File: config.mk
export PLATFORM = sky130hd
export DESIGN_NAME = conv_interleaver_ctrl
export DESIGN_NICKNAME = d
export VERILOG_FILES = /design/src/rtl/conv_interleaver_ctrl.sv
export SDC_FILE = /design/constraint.sdc
export NUM_CORES = 1
export LEC_CHECK = 0
export ABC_AREA = 1
export BUFFER_PORTS_ARGS = -buffer_cell sky130_fd_sc_hd__clkbuf_2
export CAP_MARGIN = 30
export CORE_UTILIZATION = 50
export DETAILED_ROUTE_END_ITERATION = 8
export GPL_ROUTABILITY_DRIVEN = 0
export PLACE_DENSITY = 0.91
export RECOVER_POWER = 25
export SYNTH_ARGS = -nofsm -noshare
export SYNTH_HDL_FRONTEND = slang
export SYNTH_SLANG_ARGS = --single-unit
File: constraint.sdc
create_clock -name clk -period 2.2 [get_ports clk]
set_clock_uncertainty 0.2 [all_clocks]
set_input_delay 0.11 -clock clk [delete_from_list [all_inputs] [get_ports clk]]
set_output_delay 0.11 -clock clk [all_outputs]
set_load 0.01 [all_outputs]
File: src/rtl/conv_interleaver_ctrl.sv
// Commutator/scheduler for a convolutional byte interleaver. Routes each accepted byte to one
// of I branches (branch b is an external b*M-stage delay line, branch 0 is a wire), pulses that
// branch's shift enable and registers the byte leaving the line as the output byte. Holds the
// packet sync byte on branch 0 and can drain the lines with zero bytes on request.
module conv_interleaver_ctrl #(
  parameter int unsigned I  = 12,
  parameter int unsigned M  = 17,
  parameter int unsigned DW = 8
) (
  input  logic            clk,
  input  logic            reset,
  input  logic            in_valid,
  output logic            in_ready,
  input  logic            in_sync,
  input  logic [DW-1:0]   data_in,
  input  logic            flush_req,
  output logic [DW-1:0]   line_data,
  output logic [I-1:0]    branch_en,
  input  logic [I*DW-1:0] branch_q,
  output logic            out_valid,
  output logic [DW-1:0]   out_data,
  output logic            out_sync,
  output logic            primed,
  output logic            sync_err
);

  localparam int unsigned Fill  = I * (I - 1) * M;
  localparam int unsigned IdxW  = $clog2(I);
  localparam int unsigned FillW = $clog2(Fill + 1);

  localparam logic [IdxW-1:0]  IdxLast  = IdxW'(I - 1);
  localparam logic [FillW-1:0] FillMax  = FillW'(Fill);
  localparam logic [FillW-1:0] FillLast = FillW'(Fill - 1);

  typedef enum logic [1:0] {StSearch, StRun, StFlush} state_e;

  state_e           state_q, state_d;
  logic [IdxW-1:0]  idx_q, idx_d, sel;
  logic [FillW-1:0] fill_q, fill_d;
  logic [FillW-1:0] flush_cnt_q, flush_cnt_d;
  logic             primed_q, primed_d;
  logic             out_valid_q, out_sync_q, sync_err_q;
  logic [DW-1:0]    out_data_q;

  logic             accept, shift, resync, flush_done;
  logic             cap_sync;
  logic [DW-1:0]    cap_data;

  // Commutator FSM: picks the branch to shift this cycle and the next index/state.
  always_comb begin
    state_d     = state_q;
    idx_d       = idx_q;
    flush_cnt_d = flush_cnt_q;
    sel         = idx_q;
    shift       = 1'b0;
    resync      = 1'b0;
    flush_done  = 1'b0;
    in_ready    = (state_q != StFlush);
    accept      = in_valid & in_ready;
    line_data   = data_in;

    case (state_q)
      StSearch: begin
        // Only a sync byte locks the commutator; everything else is dropped.
        if (accept && in_sync) begin
          sel     = '0;
          shift   = 1'b1;
          state_d = StRun;
        end
      end
      StRun: begin
        if (accept) begin
          shift = 1'b1;
          // A sync byte off branch 0 realigns the commutator rather than being misrouted.
          if (in_sync && (idx_q != '0)) begin
            resync = 1'b1;
            sel    = '0;
          end
        end
        if (flush_req) begin
          state_d     = StFlush;
          flush_cnt_d = '0;
        end
      end
      StFlush: begin
        line_data   = '0;
        shift       = 1'b1;
        flush_cnt_d = flush_cnt_q + FillW'(1);
        if (flush_cnt_q == FillLast) begin
          flush_done = 1'b1;
          state_d    = StSearch;
        end
      end
      default: state_d = StSearch;
    endcase

    if (shift) begin
      idx_d = (sel == IdxLast) ? '0 : sel + IdxW'(1);
    end
    if (flush_done) begin
      idx_d = '0;
    end
  end

  // Shift enable, captured output byte and fill tracking for the selected branch.
  always_comb begin
    branch_en = '0;
    if (shift) begin
      branch_en[sel] = 1'b1;
    end
    cap_data = (sel == '0) ? line_data : branch_q[DW*int'(sel) +: DW];
    cap_sync = shift && (state_q != StFlush) && in_sync && (sel == '0);

    fill_d   = fill_q;
    primed_d = primed_q;
    if (shift) begin
      if (fill_q != FillMax) begin
        fill_d = fill_q + FillW'(1);
      end
      if (fill_q == FillLast) begin
        primed_d = 1'b1;
      end
    end
    // Lines now hold only flush zeros, so nothing real is buffered any more.
    if (flush_done) begin
      fill_d   = '0;
      primed_d = 1'b0;
    end
  end

  // State and output registers with synchronous reset.
  always_ff @(posedge clk) begin
    if (reset) begin
      state_q     <= StSearch;
      idx_q       <= '0;
      fill_q      <= '0;
      flush_cnt_q <= '0;
      primed_q    <= 1'b0;
      out_valid_q <= 1'b0;
      out_sync_q  <= 1'b0;
      sync_err_q  <= 1'b0;
      out_data_q  <= '0;
    end else begin
      state_q     <= state_d;
      idx_q       <= idx_d;
      fill_q      <= fill_d;
      flush_cnt_q <= flush_cnt_d;
      primed_q    <= primed_d;
      out_valid_q <= shift;
      out_sync_q  <= cap_sync;
      sync_err_q  <= resync;
      if (shift) begin
        out_data_q <= cap_data;
      end
    end
  end

  assign out_valid = out_valid_q;
  assign out_data  = out_data_q;
  assign out_sync  = out_sync_q;
  assign primed    = primed_q;
  assign sync_err  = sync_err_q;

endmodule

==> results of run 1 <==
-- cells in the final DEF (no fill, tap or decap), drive strengths merged --
cell type and count:
a221oi 3, a21oi 31, xor2 5, o21ai 30
clkbuf 150, clkinvlp 1, nand3 55, nor2 78
nand4 2, a211oi 4, nor4 4, a31oi 1
nand3b 16, xnor2 1, ha 7, dlygate4sd3 4
inv 115, a31o 1, buf 9, nand2 200
nor3 21, dfxtp 42
-- logic make-up (layout without fill, tap and decap cells) --
logic type	count (synthesis)	count (layout)	share of synthesized area
flops	42	42	0.2362
compound gates	70	70	0.1090
buf+inv	143	279	0.1568
xor+xnor	6	6	0.01476
fa+ha+maj	7	7	0.02460
simple gates	376	376	0.4587
-- stage by stage --
stage | power, mW | setup WS, ns
after CTS | 2.183 | 0.01246
after global placement | 1.588 | 0.3287
final | 2.199 | 0.09115
after floorplan | 1.345 | 0.2751
after detailed placement | 1.611 | 0.2693
after global routing | 2.331 | -0.03267
-- cell type report --
cell class,count,area [sq um],area share
multi-input cells,459,2163,0.4779
repair buffers,155,848.3,0.1874
flip-flops and latches,42,843.3,0.1863
inverters,116,441.7,0.09757
well taps,96,120.1,0.02653
clock buffers,8,110.1,0.02432
-- state kept, by name, summed over array words and instances (netlist names) --
signal       count
state_q          2
fill_q          12
idx_q            4
out_data         8
primed           1
out_sync         1
flush_cnt_q     12
sync_err         1
out_valid        1
-- path summary, 6_finish.rpt --
check,startpoint,endpoint,cells after the start
worst max-delay path,state_q[1]$_SDFFE_PP0P_,branch_en[6],9
worst min-delay path,in_valid,state_q[0]$_SDFFE_PP0P_,5
worst max register to register,state_q[0]$_SDFFE_PP0P_,sync_err$_SDFF_PP0_,5
worst min register to register,out_data[0]$_SDFFE_PP0P_,out_data[0]$_SDFFE_PP0P_,2
-- Yosys cell counts (all sizes together) --
cell and count:
nand2 200, inv 116, nor2 78, nand3 55, dfxtp 42, a21oi 31
o21ai 30, nor3 21, buf 17, nand3b 16, clkbuf 10, ha 7
xor2 5, a211oi 4, nor4 4, a221oi 3, nand4 2, a31o 1
a31oi 1, xnor2 1
-- worst max-delay path, delay by kind of cell (launching register included) --
| kind | cells | cell delay (ns) |
|---|---|---|
| adders and majority gates | 1 | 0.16 |
| buffers and inverters | 5 | 0.56 |
| and+or+nand+nor | 3 | 0.42 |
| DFF | 1 | 0.37 |
-- timing repair --
item | 4_1_cts | 5_1_grt
gates resized for setup | 0 | 5
endpoints found under the hold margin | 3 | 0
setup endpoints to repair | 0 | 9
hold buffers | 4 | 0
-- power breakdown --
part	leakage (nW)	switching, mW	internal (mW)
Clock	0.0575	0.258	0.317
Combinational	2.04	0.496	0.296
Sequential	0.342	0.0314	0.800
-- routing by layer --
layer  vias to the layer above  routed length, um
met5                         -                  0
met2                       200               5201
li1                       2258                  -
met1                      2016               4500
met3                        25                664
met4                         0                248
==> summary.md, run 1 <==
| Metric | Value |
|---|---|
| First-pass GRT wire length | `17450 um` |
| Pleak | `about 2.4 nW` |
| Top cell type's share of synthesized area | `0.2362` |
| Initial antenna violation count | `0` |
| Skew-Pair Late Insertion Delay | `0.30 ns` |
| Drt first pass iters | `5` |
| Register-to-register setup slack | `0.19 ns` |
| Core area | `6832 sq um` |
| Total track usage | `0.2862` |
| Initial core utilization | `0.5211` |
| Initial drt markers | `280` |
| Post-synthesis register bit count | `42` |
| RSZ-0062 raised after global routing | `true` |
| Sequential fraction of the synthesis area | `0.2362` |
| Post-layout min period | `2.109 ns` |
| Mapped cell area | `3560 sq um` |
| Min-Delay Path Class | `input pin to flip-flop` |
| Synth cell types | `31` |
| Nets@finish | `about 900` |
| Final Hold Fails | `0` |
| Met1 Use GR | `0.3413` |
| Status | `finished, final reports clean` |
| Mapped Nets | `760` |
| CTS tree | `done` |
| Crit-path max cell delay | `~0.37 ns` |
| Post-DP Area | `4357 sq um` |
| Worst IR drop on VDD | `0.2305 mV` |
| Chip height | `86.38 um` |
| # rows | `30` |
| Slew Limit Fails | `0` |
| PwrDens | `485.7 nW/um^2` |
| Final instance area | `between 4000 and 5000 sq um` |
| Die area | `7461 sq um` |
| CTS Root Cell | `clkbuf_8` |
| Dpl cells | `863` |
| Maximum Capacitance Violations | `0` |
| Num CTS Buffers | `5` |
| Met3 GRT Util | `0.04381` |
| Warnings, synthesis | `0` |
| Crit path cell chain | `inv_2 > nand3_4 > nand2_2 > buf_12 > inv_2 > ha_1 > inv_1 > nor3_1 > clkbuf_2` |
| Synth-to-layout area growth | `27.17%` |
| Worst setup EP type | `primary output` |
| Antenna Cells | `0` |
| Max Freq | `0.4742 GHz` |
| Clk sinks | `42` |
| Setup TNS | `0 ns` |
| Port Buffers | `between 100 and 150` |
| Number of global-route vias before repair | `4200` |
| Die Width | `86.38 um` |
| Slowest cell on the critical path | `dfxtp_2` |
| Fillers | `roughly 640` |
| Hold WS | `0.08202 ns` |
| Via count | `4499` |
| Period utilisation layout | `0.9586` |
| Total wire length | `10620 um` |
| # IOs | `between 100 and 150` |
| Headroom to the max-slew limit | `0.7014` |
| Final Non-Filler Cells | `between 800 and 900` |
| Critical Path Most Common Cell | `inv_2` |
| Critical-path maximum fanout | `25` |
| Met2 Resource Use GR | `0.5216` |
| Clk buf depth | `2` |
| WS Path Type | `flip-flop to primary output` |
| Gate Count Post-Synth | `644` |
| Req. time, crit path | `1.89 ns` |
| Worst-Margin Slew | `between 0.4 and 0.5 ns` |
| H-tree depth | `2` |
| Via density | `5.136` |
| Synth top area cells | `dfxtp_1, nand2_1, inv_1` |
| Post-Syn Area per Cell | `about 5.5 sq um` |
| Remaining Overflow, GRT | `0` |
| Largest net degree at the start of global routing | `58` |
| Share of cells above drive strength 1 | `0.2154` |
| Final setup viols | `0` |
| Average wire per cell in the routed design | `roughly 12 um` |
| Worst endpoint data arrival time | `1.80 ns` |
| Layout Utilization | `0.6626` |
| Remaining routing DRC violations | `0` |
| Post-DRT Antenna Nets | `0` |
| Launching element type of the critical path | `flip-flop` |
| Post-CTS setup buffers | `0` |
| Clk slew on worst S/H paths | `0.08 ns` |
| Synth area leader | `dfxtp_1` |
| Layer with the highest usage | `met2` |
| DP HPWL | `about 8000 um` |
No activity file was read; power rests on OpenSTA's default activity.
==> run 2, diff against run 1 <==
Settings changed: RECOVER_POWER 25 to default.
==> run 2 against run 1 <==
Compared with the run above:
- setup slack better by 0.00084 ns
- sequential share of layout area is 0.062 points lower
- via count hardly changed
- global-route usage stayed put
- sequential power hardly changed
- largest cell class unchanged
==> summary.md, run 2 (same netlist as run 1, synthesis figures left out) <==
| Metric | Value |
|---|---|
| Worst-Margin Slew | `0.4470 ns (-0.0009235 ns)` |
| PwrDens | `485.2 nW/um^2 (-0.11%)` |
| Most common cell after layout, fill and taps aside | `nand2_1` |
| Clk slew on worst S/H paths | `0.08 ns (about the same)` |
| Drt first pass iters | `5 (unchanged)` |
| Synth-to-layout area growth | `27.59%` |
| # rows | `30 (unchanged)` |
| Max Freq | `0.4744 GHz (about the same)` |
| DP HPWL | `8117 um (unchanged)` |
| Via density | `5.131 (about the same)` |
| Remaining routing DRC violations | `0 (unchanged)` |
| Slowest cell on the critical path | `dfxtp_2` |
| Average wire per cell in the routed design | `12.12 um (about the same)` |
| Met1 wire length | `4484 um (-0.36%)` |
| Die Width | `86.38 um (unchanged)` |
| # IOs | `142 (unchanged)` |
| DR WL met3 | `674 um (+1.5%)` |
| Largest net degree at the start of global routing | `58 (unchanged)` |
| Total track usage | `0.2862 (unchanged)` |
| Total wire length | `10620 um (about the same)` |
| Critical Path Most Common Cell | `inv_2` |
| Remaining Overflow, GRT | `0 (unchanged)` |
| First-pass GRT wire length | `17450 um (unchanged)` |
| Post-layout min period | `2.108 ns (-0.0008430 ns)` |
| Most frequent cells in the layout | `nand2_1, clkbuf_2, inv_1, nor2_1, nand3_1` |
| HP Start | `in_valid` |
| Headroom to the max-slew limit | `0.7020 (about the same)` |
| Post-CTS setup buffers | `0 (unchanged)` |
| Clk sinks | `42 (unchanged)` |
| Worst setup EP type | `primary output` |
| Via count | `4495 (-0.089%)` |
| Register-to-register setup slack | `0.18 ns (about the same)` |
| Min-Delay Path Class | `input pin to flip-flop` |
| Met2 WL | `5198 um (about the same)` |
| Hold EP | `state_q[0]$_SDFFE_PP0P_` |
| Initial antenna violation count | `0 (unchanged)` |
| Worst IR drop on VDD | `0.2303 mV (-0.13%)` |
| CTS tree | `done` |
| Core area | `6832 sq um (unchanged)` |
| Maximum Capacitance Violations | `0 (unchanged)` |
| Worst endpoint data arrival time | `1.80 ns (about the same)` |
| Highest Signal Layer | `met4` |
| WS Path Type | `flip-flop to primary output` |
| H-tree depth | `2 (unchanged)` |
| Req. time, crit path | `1.89 ns (about the same)` |
| Crit path cell chain | `inv_2 > nand3_4 > nand2_2 > buf_12 > inv_2 > ha_1 > inv_1 > nor3_1 > clkbuf_2` |
| Chip height | `86.38 um (unchanged)` |
| Pleak | `2.475 nW (+1.7%)` |
| Die area | `7461 sq um (unchanged)` |
| Number of global-route vias before repair | `4200 (unchanged)` |
| Status | `finished, final reports clean` |
| R2r startpoint | `state_q[0]$_SDFFE_PP0P_` |
| Hold Crit Depth | `5 (unchanged)` |
| Antenna Cells | `0 (unchanged)` |
| Crit-path max cell delay | `0.37 ns (about the same)` |
| Nets@finish | `895 (unchanged)` |
| Share of cells above drive strength 1 | `0.2308 (+0.01538)` |
| Final Hold Fails | `0 (unchanged)` |
| Clk buf depth | `2 (unchanged)` |
| R2R Path End | `sync_err$_SDFF_PP0_` |
| Post-DP Area | `4357 sq um (unchanged)` |
| Period utilisation layout | `0.9582 (about the same)` |
| CTS Root Cell | `clkbuf_8` |
| Skew-Pair Late Insertion Delay | `0.30 ns (about the same)` |
| RSZ-0062 raised after global routing | `true` |
| Final setup viols | `0 (unchanged)` |
| Launching element type of the critical path | `flip-flop` |
| Port Buffers | `141 (unchanged)` |
| Layout Utilization | `0.6648 (+0.002198)` |
| Post-DRT Antenna Nets | `0 (unchanged)` |
| Final instance area | `4542 sq um (+0.33%)` |
| Worst reg2reg path depth | `5 (unchanged)` |
| Num CTS Buffers | `5 (unchanged)` |
| Initial drt markers | `277 (-1.1%)` |
| Critical-path maximum fanout | `25 (unchanged)` |
| Initial core utilization | `0.5211 (unchanged)` |
| Slew Limit Fails | `0 (unchanged)` |
run 2: changes by cell type in the layout (fill, tap and decap cells not counted):
cell      previous run  this run
clkbuf_1            12         0
clkbuf_2           129       141
run 2: cell type report:
class                           instances  area (sq um)
Sequential cell                        42         843.3
Timing Repair Buffer                  155         863.3
Clock buffer                            8         110.1
Multi-Input combinational cell        459          2163
Tap cell                               96         120.1
Fill cell                             642          2290
Inverter                              116         441.7
run 2: repair_timing:
item	CTS	global route
endpoints found under the setup margin	0	9
hold endpoints to repair	3	0
hold buffers	4	0
resized for setup	0	5
run 2: metrics by stage:
stage	setup TNS, ns	total power [mW]	hold WS [ns]	setup slack, ns	instances
after floorplan	0	1.345	0.006315	0.2751	644
after global placement	0	1.588	0.1244	0.3287	863
after detailed placement	0	1.611	0.1378	0.2693	863
after CTS	0	2.183	0.08167	0.01246	875
after global routing	-0.06236	2.337	0.09417	-0.03267	876
final	0	2.204	0.07956	0.09199	876
run 2: how the worst max path moves through the flow:
stage	start	end	slack, ns	depth (start not counted)
2_1_floorplan	state_q[1]$_SDFFE_PP0P_	out_data[7]$_SDFFE_PP0P_	0.28	11
3_3_place_gp	state_q[1]$_SDFFE_PP0P_	idx_q[2]$_SDFFE_PP0P_	0.33	10
3_5_place_dp	state_q[1]$_SDFFE_PP0P_	idx_q[2]$_SDFFE_PP0P_	0.27	10
4_1_cts	state_q[1]$_SDFFE_PP0P_	branch_en[5]	0.01	8
5_1_grt	state_q[1]$_SDFFE_PP0P_	branch_en[6]	-0.03	9
6_report	state_q[1]$_SDFFE_PP0P_	branch_en[6]	0.09	9
run 2: routing by layer:
layer | up-vias | global-route usage
met2 | 194 | 0.5216
li1 | 2262 | -
met4 | 0 | 0.09697
met3 | 27 | 0.04381
met5 | - | 0
met1 | 2012 | 0.3413
run 2: critical path: cells and delay by family, from the launching register on:
family / cells / cell delay (ns)
and+or+nand+nor: 3 / 0.42
buffers and inverters: 5 / 0.56
adders and majority gates: 1 / 0.16
DFF: 1 / 0.37
run 2: where the power goes:
group / internal (mW) / total (mW) / leakage [nW] / switching (mW)
combinational: 0.302 / 0.798 / 2.08 / 0.496
clock: 0.317 / 0.574 / 0.0575 / 0.257
sequential: 0.800 / 0.832 / 0.342 / 0.0319
total: 1.42 / 2.20 / 2.48 / 0.784
